### config.mk
export PLATFORM = sky130hd
export DESIGN_NAME = lsu_dmem_master
export DESIGN_NICKNAME = d
export VERILOG_FILES = /design/src/rtl/lsu_pkg.sv /design/src/rtl/lsu_lane_align.sv /design/src/rtl/lsu_dmem_master.sv
export SDC_FILE = /design/constraint.sdc
export NUM_CORES = 1
export LEC_CHECK = 0
export BUFFER_PORTS_ARGS = -buffer_cell sky130_fd_sc_hd__buf_2
export CORE_MARGIN = 2
export CORE_UTILIZATION = 25
export CTS_CLUSTER_DIAMETER = 60
export CTS_CLUSTER_SIZE = 12
export DETAILED_ROUTE_END_ITERATION = 10
export GPL_TIMING_DRIVEN = 1
export PLACE_DENSITY_LB_ADDON = 0.1
export SLEW_MARGIN = 20
export SYNTH_ARGS = -nofsm -noshare
export SYNTH_HDL_FRONTEND = slang
export SYNTH_SLANG_ARGS = --single-unit
### constraint.sdc
create_clock -name clk -period 2 [get_ports clk]
set_clock_uncertainty 0.2 [all_clocks]
set_input_delay 0.1 -clock clk [delete_from_list [all_inputs] [get_ports clk]]
set_output_delay 0.1 -clock clk [all_outputs]
set_load 0.02 [all_outputs]
### src/rtl/lsu_pkg.sv
// Shared types for the load/store unit: access sizes, FSM states, alignment rule.
// No logic of its own; purely declarations and a combinational helper.
// Not applicable: no handshake lives here.
package lsu_pkg;

   typedef enum logic [1:0] {SZ_B, SZ_H, SZ_W, SZ_D} size_e;

   typedef enum logic [2:0] {IDLE, LD, ST_RD, ST_WR, FAULT, RESP} state_e;

   // Natural alignment: the byte offset must be a multiple of the access size.
   function automatic logic is_misaligned(input size_e size, input logic [2:0] offset);
      logic mis;
      case (size)
         SZ_H:    mis = offset[0];
         SZ_W:    mis = |offset[1:0];
         SZ_D:    mis = |offset;
         default: mis = 1'b0;
      endcase
      return mis;
   endfunction

endpackage

### src/rtl/lsu_lane_align.sv
// Byte-lane steering: load extract/extend and sub-doubleword store merge.
// Latency: purely combinational, zero cycles.
// Backpressure: none; outputs follow inputs.
module lsu_lane_align
   import lsu_pkg::*;
#(
   parameter int DATA_W = 64
) (
   input  logic [DATA_W-1:0] rd,
   input  logic [DATA_W-1:0] wdata,
   input  size_e             size,
   input  logic [2:0]        offset,
   input  logic              zext,
   output logic [DATA_W-1:0] ld_data,
   output logic [DATA_W-1:0] st_data
);

   logic [DATA_W-1:0] lane;
   logic [DATA_W-1:0] bmask;
   logic [5:0]        sh;

   always_comb begin
      sh      = {offset, 3'b000};
      lane    = rd >> sh;
      ld_data = lane;
      bmask   = '1;
      case (size)
         SZ_B: begin
            bmask   = {{(DATA_W-8){1'b0}}, 8'hFF};
            ld_data = {{(DATA_W-8){~zext & lane[7]}}, lane[7:0]};
         end
         SZ_H: begin
            bmask   = {{(DATA_W-16){1'b0}}, 16'hFFFF};
            ld_data = {{(DATA_W-16){~zext & lane[15]}}, lane[15:0]};
         end
         SZ_W: begin
            bmask   = {{(DATA_W-32){1'b0}}, 32'hFFFF_FFFF};
            ld_data = {{(DATA_W-32){~zext & lane[31]}}, lane[31:0]};
         end
         default: begin
            bmask   = '1;
            ld_data = lane;
         end
      endcase
      // Bytes outside the addressed lanes keep the value read from memory.
      st_data = (rd & ~(bmask << sh)) | ((wdata & bmask) << sh);
   end

endmodule

### src/rtl/lsu_dmem_master.sv
// RV64 load/store master for a word-organised memory without byte enables.
// Latency: load/store-double/fault resp 2 cycles after accept, sub-word store 3.
// Backpressure: req_ready only in IDLE; response is a one-cycle pulse, never stalled.
module lsu_dmem_master
   import lsu_pkg::*;
#(
   parameter int DM_ADDRESS = 9,
   parameter int DATA_W     = 64
) (
   input  logic                  clk,
   input  logic                  rst_n,
   input  logic                  req_valid,
   output logic                  req_ready,
   input  logic                  req_we,
   input  logic [1:0]            req_size,
   input  logic                  req_unsigned,
   input  logic [63:0]           req_addr,
   input  logic [DATA_W-1:0]     req_wdata,
   output logic                  resp_valid,
   output logic [DATA_W-1:0]     resp_rdata,
   output logic                  resp_misaligned,
   output logic                  MemRead,
   output logic                  MemWrite,
   output logic [DM_ADDRESS-1:0] a,
   output logic [DATA_W-1:0]     wd,
   input  logic [DATA_W-1:0]     rd
);

   if (DATA_W != 64) begin : g_bad_width
      $error("lsu_dmem_master: DATA_W must be 64");
   end

   state_e            state, state_n;
   size_e             size_q;
   logic              zext_q;
   logic [2:0]        off_q;
   logic [DATA_W-1:0] wdata_q;
   logic [DATA_W-1:0] ld_data, st_data;
   logic              accept;
   logic              unused_addr_bits;

   // Address bits above the memory size are dropped, so accesses wrap.
   assign unused_addr_bits = ^req_addr[63:DM_ADDRESS+3];

   assign req_ready = (state == IDLE);
   assign accept    = req_valid && req_ready;

   always_comb begin
      state_n = state;
      case (state)
         IDLE: begin
            if (req_valid) begin
               if (is_misaligned(size_e'(req_size), req_addr[2:0])) state_n = FAULT;
               else if (!req_we)                                    state_n = LD;
               else if (size_e'(req_size) == SZ_D)                  state_n = ST_WR;
               else                                                 state_n = ST_RD;
            end
         end
         LD:      state_n = RESP;
         ST_RD:   state_n = ST_WR;
         ST_WR:   state_n = RESP;
         FAULT:   state_n = RESP;
         RESP:    state_n = IDLE;
         default: state_n = IDLE;
      endcase
   end

   // Strobes are decoded from the next state so they are glitch-free registers.
   always_ff @(posedge clk or negedge rst_n) begin
      if (!rst_n) begin
         state           <= IDLE;
         size_q          <= SZ_B;
         zext_q          <= 1'b0;
         off_q           <= '0;
         wdata_q         <= '0;
         resp_valid      <= 1'b0;
         resp_rdata      <= '0;
         resp_misaligned <= 1'b0;
         MemRead         <= 1'b0;
         MemWrite        <= 1'b0;
         a               <= '0;
         wd              <= '0;
      end else begin
         state           <= state_n;
         MemRead         <= (state_n == LD) || (state_n == ST_RD);
         MemWrite        <= (state_n == ST_WR);
         resp_valid      <= (state_n == RESP);
         resp_misaligned <= (state == FAULT);
         if (accept) begin
            size_q     <= size_e'(req_size);
            zext_q     <= req_unsigned;
            off_q      <= req_addr[2:0];
            wdata_q    <= req_wdata;
            a          <= req_addr[DM_ADDRESS+2:3];
            resp_rdata <= '0;
            if (state_n == ST_WR) wd <= req_wdata;
         end
         if (state == LD)    resp_rdata <= ld_data;
         if (state == ST_RD) wd         <= st_data;
      end
   end

   lsu_lane_align #(
      .DATA_W (DATA_W)
   ) u_align (
      .rd      (rd),
      .wdata   (wdata_q),
      .size    (size_q),
      .offset  (off_q),
      .zext    (zext_q),
      .ld_data (ld_data),
      .st_data (st_data)
   );

endmodule

==> results of run 1 <==
[flip-flops by register name, summed over array words and instances, names as in the netlist]
register	flops
resp_rdata	64
wd	64
wdata_q	64
a	9
off_q	3
state	3
size_q	2
MemRead	1
MemWrite	1
resp_misaligned	1
resp_valid	1
zext_q	1
[what timing repair did]
item / in CTS / in global routing
buffers inserted: 41 / 37
hold buffers: 146 / 0
pin swaps: 45 / 52
setup endpoints to repair: 190 / 205
endpoints found under the hold margin: 379 / 0
gates resized for setup: 271 / 172
cloned: 19 / 17
[cell usage after synthesis, types with 5 or more instances]
cell type	count	area (um^2)
nand2_1	199	747
a22oi_1	27	203
a2bb2oi_1	8	70.1
a21oi_1	98	490
o221ai_1	21	184
clkbuf_1	73	274
a221oi_1	20	175
dfrtp_1	214	5360
a32o_1	6	60.1
mux2_2	97	1090
o311ai_0	5	43.8
a32oi_1	9	78.8
nor3_1	8	40.0
buf_2	24	120
mux4_2	9	203
mux2i_1	100	1000
a211o_1	9	78.8
a221o_1	7	70.1
nor2_1	36	135
o2bb2ai_1	31	272
o22ai_1	9	56.3
buf_1	10	37.5
nand3_1	10	50.1
a22o_1	6	52.6
nand2b_1	7	43.8
a211oi_1	10	75.1
nor2b_1	13	81.3
a31oi_1	27	169
o31ai_2	7	87.6
o32ai_1	8	70.1
and2_1	14	87.6
nand3b_1	7	52.6
o21ai_0	103	515
[metal layers]
metal	share of wire, %	vias up	GRT usage, %
li1	-	6254	-
met1	42	7204	35.8
met2	48	628	46.6
met3	5.6	158	2.49
met4	4.4	0	8.43
met5	0	-	0
[logic make-up (layout without fill, tap and decap cells)]
family / count (synthesis) / count (layout) / share of synthesized area, %
buffers and inverters: 117 / 845 / 3.92
AO/OA/AOI/OAI: 427 / 427 / 23.2
flip-flops: 214 / 214 / 43.1
AND/OR/NAND/NOR: 315 / 318 / 11.3
multiplexers: 206 / 206 / 18.5
other: 0 / 1 / 0
[power groups by stage]
stage	Combinational, mW	Clock, mW	Sequential, mW
floorplan	8.69	0	8.86
global placement	18.2	0	8.26
CTS	21.4	5.27	8.21
global route	24.8	5.45	8.49
detailed placement	18.2	0	8.26
finish	23.7	5.16	8.33
[how the worst min path moves through the flow]
stage,startpoint,endpoint,cells after the start
after floorplan,rst_n,MemRead$_DFF_PN0_,0
after global placement,rst_n,resp_misaligned$_DFF_PN0_,1
after detailed placement,rst_n,resp_misaligned$_DFF_PN0_,1
after CTS,rd[63],resp_rdata[63]$_DFFE_PN0P_,5
after global routing,rd[63],resp_rdata[63]$_DFFE_PN0P_,5
final,rd[63],resp_rdata[63]$_DFFE_PN0P_,5
[critical path: stages, from the launching register on]
cell     delay, ps
dfrtp_4        500
buf_6          140
mux2i_2        150
mux4_2         520
o32ai_4        270
buf_6          170
nand2_8         70
buf_12         170
nand2_1         60
[placed cells by master, fill, tap and decap left out, types with 9 or more instances in the layout]
master         count
a211o_1            9
a21oi_1           60
a21oi_2           34
a221oi_2          13
a22oi_1           22
a31oi_1           25
a32oi_1            9
and2_1            12
buf_12            42
buf_16            15
buf_2            287
buf_4            233
buf_6             44
buf_8             10
clkbuf_16         41
dfrtp_1          208
dlygate4sd3_1    146
mux2_2            81
mux2_4            16
mux2i_1           87
mux2i_2            9
mux4_2             9
nand2_1          166
nand2_2           27
nor2_1            29
o21ai_0           39
o21ai_1           49
o21ai_2           14
o221ai_1          15
o22ai_1            9
o2bb2ai_1         21
o2bb2ai_2          9
[stage by stage]
step                      cells  power [mW]
after floorplan            1279        17.6
after global placement     2374        26.5
after detailed placement   2374        26.5
after CTS                  2629        34.9
after global routing       2675        38.8
final                      2675        37.2
[area by class of cell]
type	count	area, um^2
Fill cell	4766	27000
Multi-Input combinational cell	951	7860
Timing Repair Buffer	790	6880
Sequential cell	214	5370
Tap cell	664	831
Clock buffer	35	778
Clock inverter	14	153
Inverter	6	32.5
Antenna cell	1	2.50
==> results.md, run 1 <==
* Post-synth EDFFs at 0
* Area after DPL at 0.0165 mm^2
* TritonRoute pass-1 iters at 6
* Drt initial violations at 1107
* Period utilization at 115%
* Critical path type: reg2reg
* Asr flop ratio synth at 100%
* Min setup slack post-route at -308 ps
* Die area at 0.0515 mm^2
* Synth Instances at 1279
* RSZ-0062 raised after global routing: yes
* Int Pwr at 20.3 mW
* Largest net degree at the start of global routing at 51
* Initial antenna violation count at 1
* Routability Congestion at 0.925
* Setup TNS at -24690 ps
* Worst skew pair latency at 560 ps
* Critical path capture point type: flip-flop
* Max VDD drop at 0.000675 V
* Grt ovf at 0
* Reg2reg start: off_q[1]$_DFFE_PN0P_
* FF-to-FF setup slack at -310 ps
* Violated checks: setup timing
* Yosys warns at 0
* Ys flop type: dfrtp_1
* Hold/Removal Path Class: in2reg
* Clock buffer depth at 3
* Critical path startpoint category: flip-flop
* Worst reg-to-reg path cell count at 8
* Mapped cell area at 0.0124 mm^2
* Total global-route track usage at 27.1%
* CTS clk-pin slew, worst paths at 60 ps
* Leak at 9.89 nW
* Yosys cell types at 56
* Net Sw Frac at 45.4%
* CTS root buffer: clkbuf_16
* Register area share after synthesis at 43.1%
* Clock power frac at 13.9%
* Max Cap Viol at 0
* Total CTS buffers at 28
* Setup Viol. Count Final at 134
* Antenna-violating nets left at 0
* Final Hold Fails at 0
* DR vias/cell at 5.32
* Initial Util at 25.4%
* Core Region at 0.0490 mm^2
* Finished Cell Area at 0.0219 mm^2
* Critical Path Sink: resp_rdata[23]$_DFFE_PN0P_
* Worst-Margin Slew at 550 ps
* Layout cells sized above 1 at 50.9%
* Clock sink count at 214
* Max-slew headroom at 63.3%
* Setup slack at placement at -426 ps
* Avg Inst Size Synth at 9.71 um^2
* Area Growth Syn to Fin at 76.3%
* Via count at 14244
* Port bufs at 288
* # DRC at 0
* Post-synth net total at 1478
* Vias in the first global route at 14064
* R2r endpoint: resp_rdata[23]$_DFFE_PN0P_
* Max FO, Critical Path at 8
* P_sw at 16.9 mW
* Min Hold Slack at 70.0 ps
* Post-layout minimum cycle time at 2310 ps
* Part of the power in registers at 22.4%
* CTS tree: done
* Synthesized flop and latch total at 214
* Fmax at 0.433 GHz
* Crit path required time at 2300 ps
* Critical path data arrival time at 2610 ps
* Final nets at 2190
* H-tree Lvls at 1
* Die width at 227 um
* Routed WL at 73800 um
* First-pass GRT wire length at 100000 um
* I/O pins at 341
* Max Slew Vio Count at 0
* Row cnt at 81
* Comb pwr share at 63.7%
* Critical path startpoint: off_q[1]$_DFFE_PN0P_
* DR WL/cell at 27.6 um
* Final cell utilization of the core at 44.7%
* Status: finished, violations left
* Detailed Place HPWL at 51500 um
* Pwr/cell area at 1700 mW/mm^2
* Height of the chip at 227 um
Note: power is estimated with default switching activity, not from simulation.
==> run 2: changes to the inputs <==
Clock period 2 ns to 2.9 ns, I/O delays scaled along.
==> run 2 against run 1 <==
- the flow now finishes without violations
- sequential share of layout area increased by 6.3 points
- power decreased by 46%
- via count decreased by 12%
- hold slack got worse by 59 ps
- worst setup slack improved by 550 ps
- first-iteration DRC count decreased by 12%
==> results.md, run 2 (synthesis results as in run 1) <==
* Status: completed
* CTS clk-pin slew, worst paths at 60 ps (about the same)
* R2r endpoint: resp_rdata[63]$_DFFE_PN0P_
* Fillers at 5085 (+6.7%)
* H-tree Lvls at 1 (unchanged)
* Critical path capture point type: flip-flop
* Die width at 227 um (unchanged)
* Antenna-violating nets left at 0 (unchanged)
* Routed WL at 61900 um (-16%)
* Crit path required time at 3170 ps (+870 ps)
* Reg2reg start: off_q[1]$_DFFE_PN0P_
* Critical Path Sink: resp_rdata[63]$_DFFE_PN0P_
* Max Cap Viol at 0 (unchanged)
* Hold/Removal Path Class: in2async
* Initial antenna violation count at 0 (-1)
* Detailed Place HPWL at 47000 um (-8.7%)
* Critical path startpoint category: flip-flop
* Part of the power in registers at 28.8% (+6.4 points)
* CTS tree: done
* Final Hold Fails at 0 (unchanged)
* Commonest cells after routing, fill and taps aside: buf_2, dfrtp_1, nand2_1
* FF-to-FF setup slack at 240 ps (+550 ps)
* DR vias/cell at 5.22 (-1.9%)
* Setup Viol. Count Final at 0 (-100%)
* Largest net degree at the start of global routing at 73 (+43%)
* Setup TNS at 0 ps (+24690 ps)
* First-pass GRT wire length at 88800 um (-11%)
* Cts repair resizes at 0 (-100%)
* Die area at 0.0515 mm^2 (unchanged)
* Total global-route track usage at 23.7% (-3.4 points)
* I/O pins at 341 (unchanged)
* Worst-Margin Slew at 853 ps (+303 ps)
* Row cnt at 81 (unchanged)
* Max Slew Vio Count at 0 (unchanged)
* Critical path type: reg2reg
* Comb pwr share at 53.8% (-9.9 points)
* Port bufs at 288 (unchanged)
* Routability Congestion at 0.898 (-2.9%)
* Fmax at 0.377 GHz (-13%)
* Height of the chip at 227 um (unchanged)
* Worst skew pair latency at 580 ps (+20 ps)
* Final cell utilization of the core at 35.5% (-9.2 points)
* Final nets at 1912 (-13%)
* Hold-fix buffers, CTS at 145 (-0.68%)
* Largest regs: resp_rdata (64), wd (64), wdata_q (64)
* Max-slew headroom at 43.0% (-20 points)
* Area Growth Syn to Fin at 40.0%
* Via count at 12497 (-12%)
* Core Region at 0.0490 mm^2 (unchanged)
* # DRC at 0 (unchanged)
* Max FO, Critical Path at 31 (+23)
* P_sw at 9.37 mW (-44%)
* Total CTS buffers at 27 (-3.6%)
* Leak at 7.84 nW (-21%)
* Net Sw Frac at 47.0% (+1.6 points)
* DR WL/cell at 25.9 um (-6.2%)
* Layout cells sized above 1 at 31.7% (-19 points)
* Critical path data arrival time at 2930 ps (+320 ps)
* CTS root buffer: clkbuf_16
* Clock sink count at 214 (unchanged)
* Inserted Diodes at 0 (-1)
* Clock power frac at 17.4% (+3.5 points)
* RSZ-0062 raised after global routing: no
* Clock buffer depth at 3 (unchanged)
* TritonRoute pass-1 iters at 5 (-1)
* Int Pwr at 10.6 mW (-48%)
* Vias in the first global route at 12526 (-11%)
* Period utilization at 91.6% (-24 points)
* Initial Util at 25.4% (unchanged)
* Min Hold Slack at 11.0 ps (-59.0 ps)
* Critical path startpoint: off_q[1]$_DFFE_PN0P_
* Drt initial violations at 970 (-12%)
* Commonest non-fill, non-tap cell in the layout: buf_2
* Post CTS Setup Buffer Count at 0 (-100%)
* Pwr/cell area at 1150 mW/mm^2 (-32%)
* Post-layout minimum cycle time at 2660 ps (+347 ps)
* Max VDD drop at 0.000487 V (-28%)
* Grt ovf at 0 (unchanged)
* Worst reg-to-reg path cell count at 6 (-2)
-- run 2: worst max-delay path, stage by stage (launching register included) --
cell	delay (ps)
dfrtp_4	650
mux2i_1	220
mux4_2	530
o32ai_2	330
nor2_2	70
buf_4	260
o31ai_1	280
-- run 2: area by class of cell --
type	instances	area [um^2]	share of cell area, %
Multi-Input combinational cell	948	6610	38.0
Sequential cell	214	5360	30.8
Clock inverter	14	188	1.08
Inverter	6	22.5	0.130
Clock buffer	30	697	4.01
Tap cell	664	831	4.78
Timing Repair Buffer	516	3680	21.2
-- run 2: power groups by stage --
stage / Sequential (mW) / Combinational [mW] / Clock [mW]
after CTS: 5.74 / 10.8 / 3.57
after global routing: 5.90 / 11.5 / 3.67
after detailed placement: 5.78 / 10.6 / 0
final: 5.74 / 10.7 / 3.47
after global placement: 5.77 / 10.5 / 0
after floorplan: 6.11 / 5.87 / 0
-- run 2: how the worst min path moves through the flow --
stage                     depth (start not counted)                          to  slack, ps   from
final                                             3  resp_rdata[46]$_DFFE_PN0P_         10  rst_n
after detailed placement                          1   resp_misaligned$_DFF_PN0_        -90  rst_n
after global placement                            1   resp_misaligned$_DFF_PN0_        -80  rst_n
after floorplan                                   0           MemRead$_DFF_PN0_       -350  rst_n
after CTS                                         3  resp_rdata[46]$_DFFE_PN0P_        0.7  rst_n
after global routing                              3  resp_rdata[36]$_DFFE_PN0P_         30  rst_n
-- run 2: per-stage QoR --
step / power, mW / cells / cell area (um^2) / setup WS (ps)
2_1_floorplan: 12.0 / 1279 / 12400 / 660
3_3_place_gp: 16.3 / 2203 / 15000 / 254
3_5_place_dp: 16.3 / 2203 / 15000 / 250
4_1_cts: 20.1 / 2392 / 17400 / 229
5_1_grt: 21.1 / 2392 / 17400 / 74.0
6_report: 19.9 / 2392 / 17400 / 245
-- run 2: metal layers --
| layer | share of wire (%) | up-vias | global-route usage, % |
|---|---|---|---|
| li1 | - | 5664 | - |
| met1 | 45 | 6320 | 32.6 |
| met2 | 47 | 422 | 39.2 |
| met3 | 4.9 | 91 | 2.94 |
| met4 | 2.7 | 0 | 6.22 |
| met5 | 0 | - | 0 |
==> run 3: changes to the inputs <==
Clock period 2.9 ns to 2.3 ns, I/O delays scaled along.
==> run 3 against run 2 <==
- the run now ends with hold timing, setup timing left
- critical endpoint is now resp_rdata[10]$_DFFE_PN0P_
- maximum frequency rose by 10%
- critical path type unchanged
- register-to-register slack got worse by 350 ps
- sequential power is 24% higher
- global-route usage rose by 0.54 points
==> results.md, run 3 (synthesis results as in run 1) <==
* RSZ-0062 raised after global routing: yes
* Comb pwr share at 58.1% (+4.3 points)
* Finished Cell Area at 0.0193 mm^2 (+11%)
* DR vias/cell at 5.16 (-1.2%)
* Setup TNS at -1440 ps (-1440 ps)
* Leak at 8.73 nW (+11%)
* Critical path capture point type: flip-flop
* Final cell count without fillers at 2538 (+6.1%)
* Worst reg-to-reg path cell count at 6 (unchanged)
* Die width at 227 um (unchanged)
* Final nets at 2051 (+7.3%)
* Row cnt at 81 (unchanged)
* Antenna-violating nets left at 0 (unchanged)
* Via count at 13098 (+4.8%)
* Initial Util at 25.4% (unchanged)
* Period utilization at 105% (+13 points)
* Min setup slack post-route at -105 ps (-350 ps)
* Worst stage delay on the critical path at 540 ps (-110 ps)
* Clock buffer depth at 3 (unchanged)
* Detailed Place HPWL at 48900 um (+4.1%)
* Max Slew Vio Count at 0 (unchanged)
* Area Growth Syn to Fin at 55.4%
* TritonRoute pass-1 iters at 5 (unchanged)
* Critical path startpoint category: flip-flop
* Clock sink count at 214 (unchanged)
* CP cell instances: buf_12 > mux2i_2 > mux4_2 > or3_4 > nor2_4 > a221o_1
* Drt initial violations at 928 (-4.3%)
* Placed Instances at 2319 (+5.3%)
* DR WL/cell at 25.6 um (-1.1%)
* R2r endpoint: resp_rdata[10]$_DFFE_PN0P_
* H-tree Lvls at 1 (unchanged)
* WP buf/inv at 1 (unchanged)
* Max FO, Critical Path at 7 (-77%)
* Largest net degree at the start of global routing at 64 (-12%)
* Net Sw Frac at 45.2% (-1.8 points)
* Core Region at 0.0490 mm^2 (unchanged)
* Levels on crit path at 6 (unchanged)
* Commonest cells after routing, fill and taps aside: buf_2, dfrtp_1, nand2_1
* Crit path max-delay family: multiplexers
* CTS root buffer: clkbuf_16
* Initial antenna violation count at 2 (+2)
* Port bufs at 288 (unchanged)
* Max Cap Viol at 0 (unchanged)
* FF-to-FF setup slack at -110 ps (-350 ps)
* Max VDD drop at 0.000633 V (+30%)
* Min-delay src: rd[18]
* Part of the power in registers at 24.7% (-4.1 points)
* Clock power frac at 17.2% (-0.2 points)
* Tot Pwr at 28.8 mW (+45%)
* First-pass GRT wire length at 91600 um (+3.1%)
* Final Hold Fails at 1 (+1)
* P_sw at 13.0 mW (+39%)
* Int Pwr at 15.8 mW (+49%)
* Worst-Margin Slew at 525 ps (-328 ps)
* Total global-route track usage at 24.2% (+0.54 points)
* Max-slew headroom at 64.0% (+21 points)
* Setup Viol. Count Final at 36 (+36)
* Routed WL at 65000 um (+5.0%)
* Die area at 0.0515 mm^2 (unchanged)
* Reg2reg start: off_q[1]$_DFFE_PN0P_
* CTS clk-pin slew, worst paths at 60 ps (about the same)
* I/O pins at 341 (unchanged)
* Height of the chip at 227 um (unchanged)
* Pwr/cell area at 1490 mW/mm^2 (+30%)
* Post-layout minimum cycle time at 2410 ps (-250 ps)
* Violated checks: hold timing, setup timing
* CTS tree: done
* Routability Congestion at 0.906 (+0.86%)
* Final cell utilization of the core at 39.4% (+3.9 points)
* Critical-path top delay cell: mux4_2
* Hold depth at 4
* Hold Path End: wd[18]$_DFFE_PN0P_
* Fmax at 0.416 GHz (+10%)
* Setup slack at placement at -229 ps (-479 ps)
* Status: finished, violations left
* Layout cells sized above 1 at 40.7% (+9.1 points)
* Min Hold Slack at -27.6 ps (-38.6 ps)
* Worst skew pair latency at 580 ps (about the same)
* Fillers at 4962 (-2.4%)
* Hold/Removal Path Class: in2reg
* Vias in the first global route at 13329 (+6.4%)
* Crit path required time at 2600 ps (-570 ps)
* Critical path type: reg2reg
* Commonest non-fill, non-tap cell in the layout: buf_2
* Largest regs: resp_rdata (64), wd (64), wdata_q (64)
* Area after DPL at 0.0160 mm^2 (+6.4%)
* Grt ovf at 0 (unchanged)
* # DRC at 0 (unchanged)
* Critical path data arrival time at 2710 ps (-220 ps)
* Total CTS buffers at 31 (+15%)
==> run 3: cell count changes in the layout (fill, tap and decap cells not counted), sizes merged <==
cell / previous run / this run
inv: 11 / 15
clkbuf: 30 / 37
buf: 372 / 501
dlygate4sd3: 144 / 147
clkinv: 3 / 4
or3b: 1 / 2
diode: 0 / 2
clkinvlp: 3 / 2
==> run 3: final cells by class <==
cell class,instances,area (um^2),area share (%)
multi-input cells,949,7080,36.7
flip-flops and latches,214,5370,27.8
repair buffers,650,4940,25.6
clock buffers,35,831,4.30
well taps,664,831,4.30
clock inverters,18,230,1.19
inverters,6,22.5,0.117
diodes,2,5.00,0.0259
==> run 3: worst reg2reg max path: cells and delay by family (launching register included) <==
kind            cells  cell delay, ps
buf+inv             1             160
flops               1             500
compound gates      1             130
simple gates        2             640
mux                 2             700
==> run 3: worst max-delay path by stage <==
stage | from | end
floorplan | off_q[0]$_DFFE_PN0P_ | wd[52]$_DFFE_PN0P_
global placement | size_q[1]$_DFFE_PN0P_ | wd[25]$_DFFE_PN0P_
detailed placement | off_q[1]$_DFFE_PN0P_ | wd[44]$_DFFE_PN0P_
CTS | off_q[1]$_DFFE_PN0P_ | wd[44]$_DFFE_PN0P_
global route | off_q[1]$_DFFE_PN0P_ | resp_rdata[57]$_DFFE_PN0P_
finish | off_q[1]$_DFFE_PN0P_ | resp_rdata[10]$_DFFE_PN0P_
==> run 3: power groups by stage <==
stage	logic [mW]	clock network, mW	registers, mW
after floorplan	7.40	0	7.70
after global placement	15.0	0	7.15
after detailed placement	15.1	0	7.16
after CTS	15.7	5.05	7.11
after global routing	17.9	5.21	7.28
final	16.8	4.96	7.11
==> run 3: repair_timing <==
item,4_1_cts,5_1_grt
cloned,1,3
resized for setup,37,112
endpoints found under the hold margin,397,2
setup buffers,3,16
pin swaps,1,22
endpoints found under the setup margin,54,115
hold buffers,146,2
==> run 3: metal layers <==
metal	part of all wire (%)	GRT usage (%)
met5	0	0
met2	48	40.8
met1	44	33.1
met3	5.0	2.64
met4	2.5	6.32
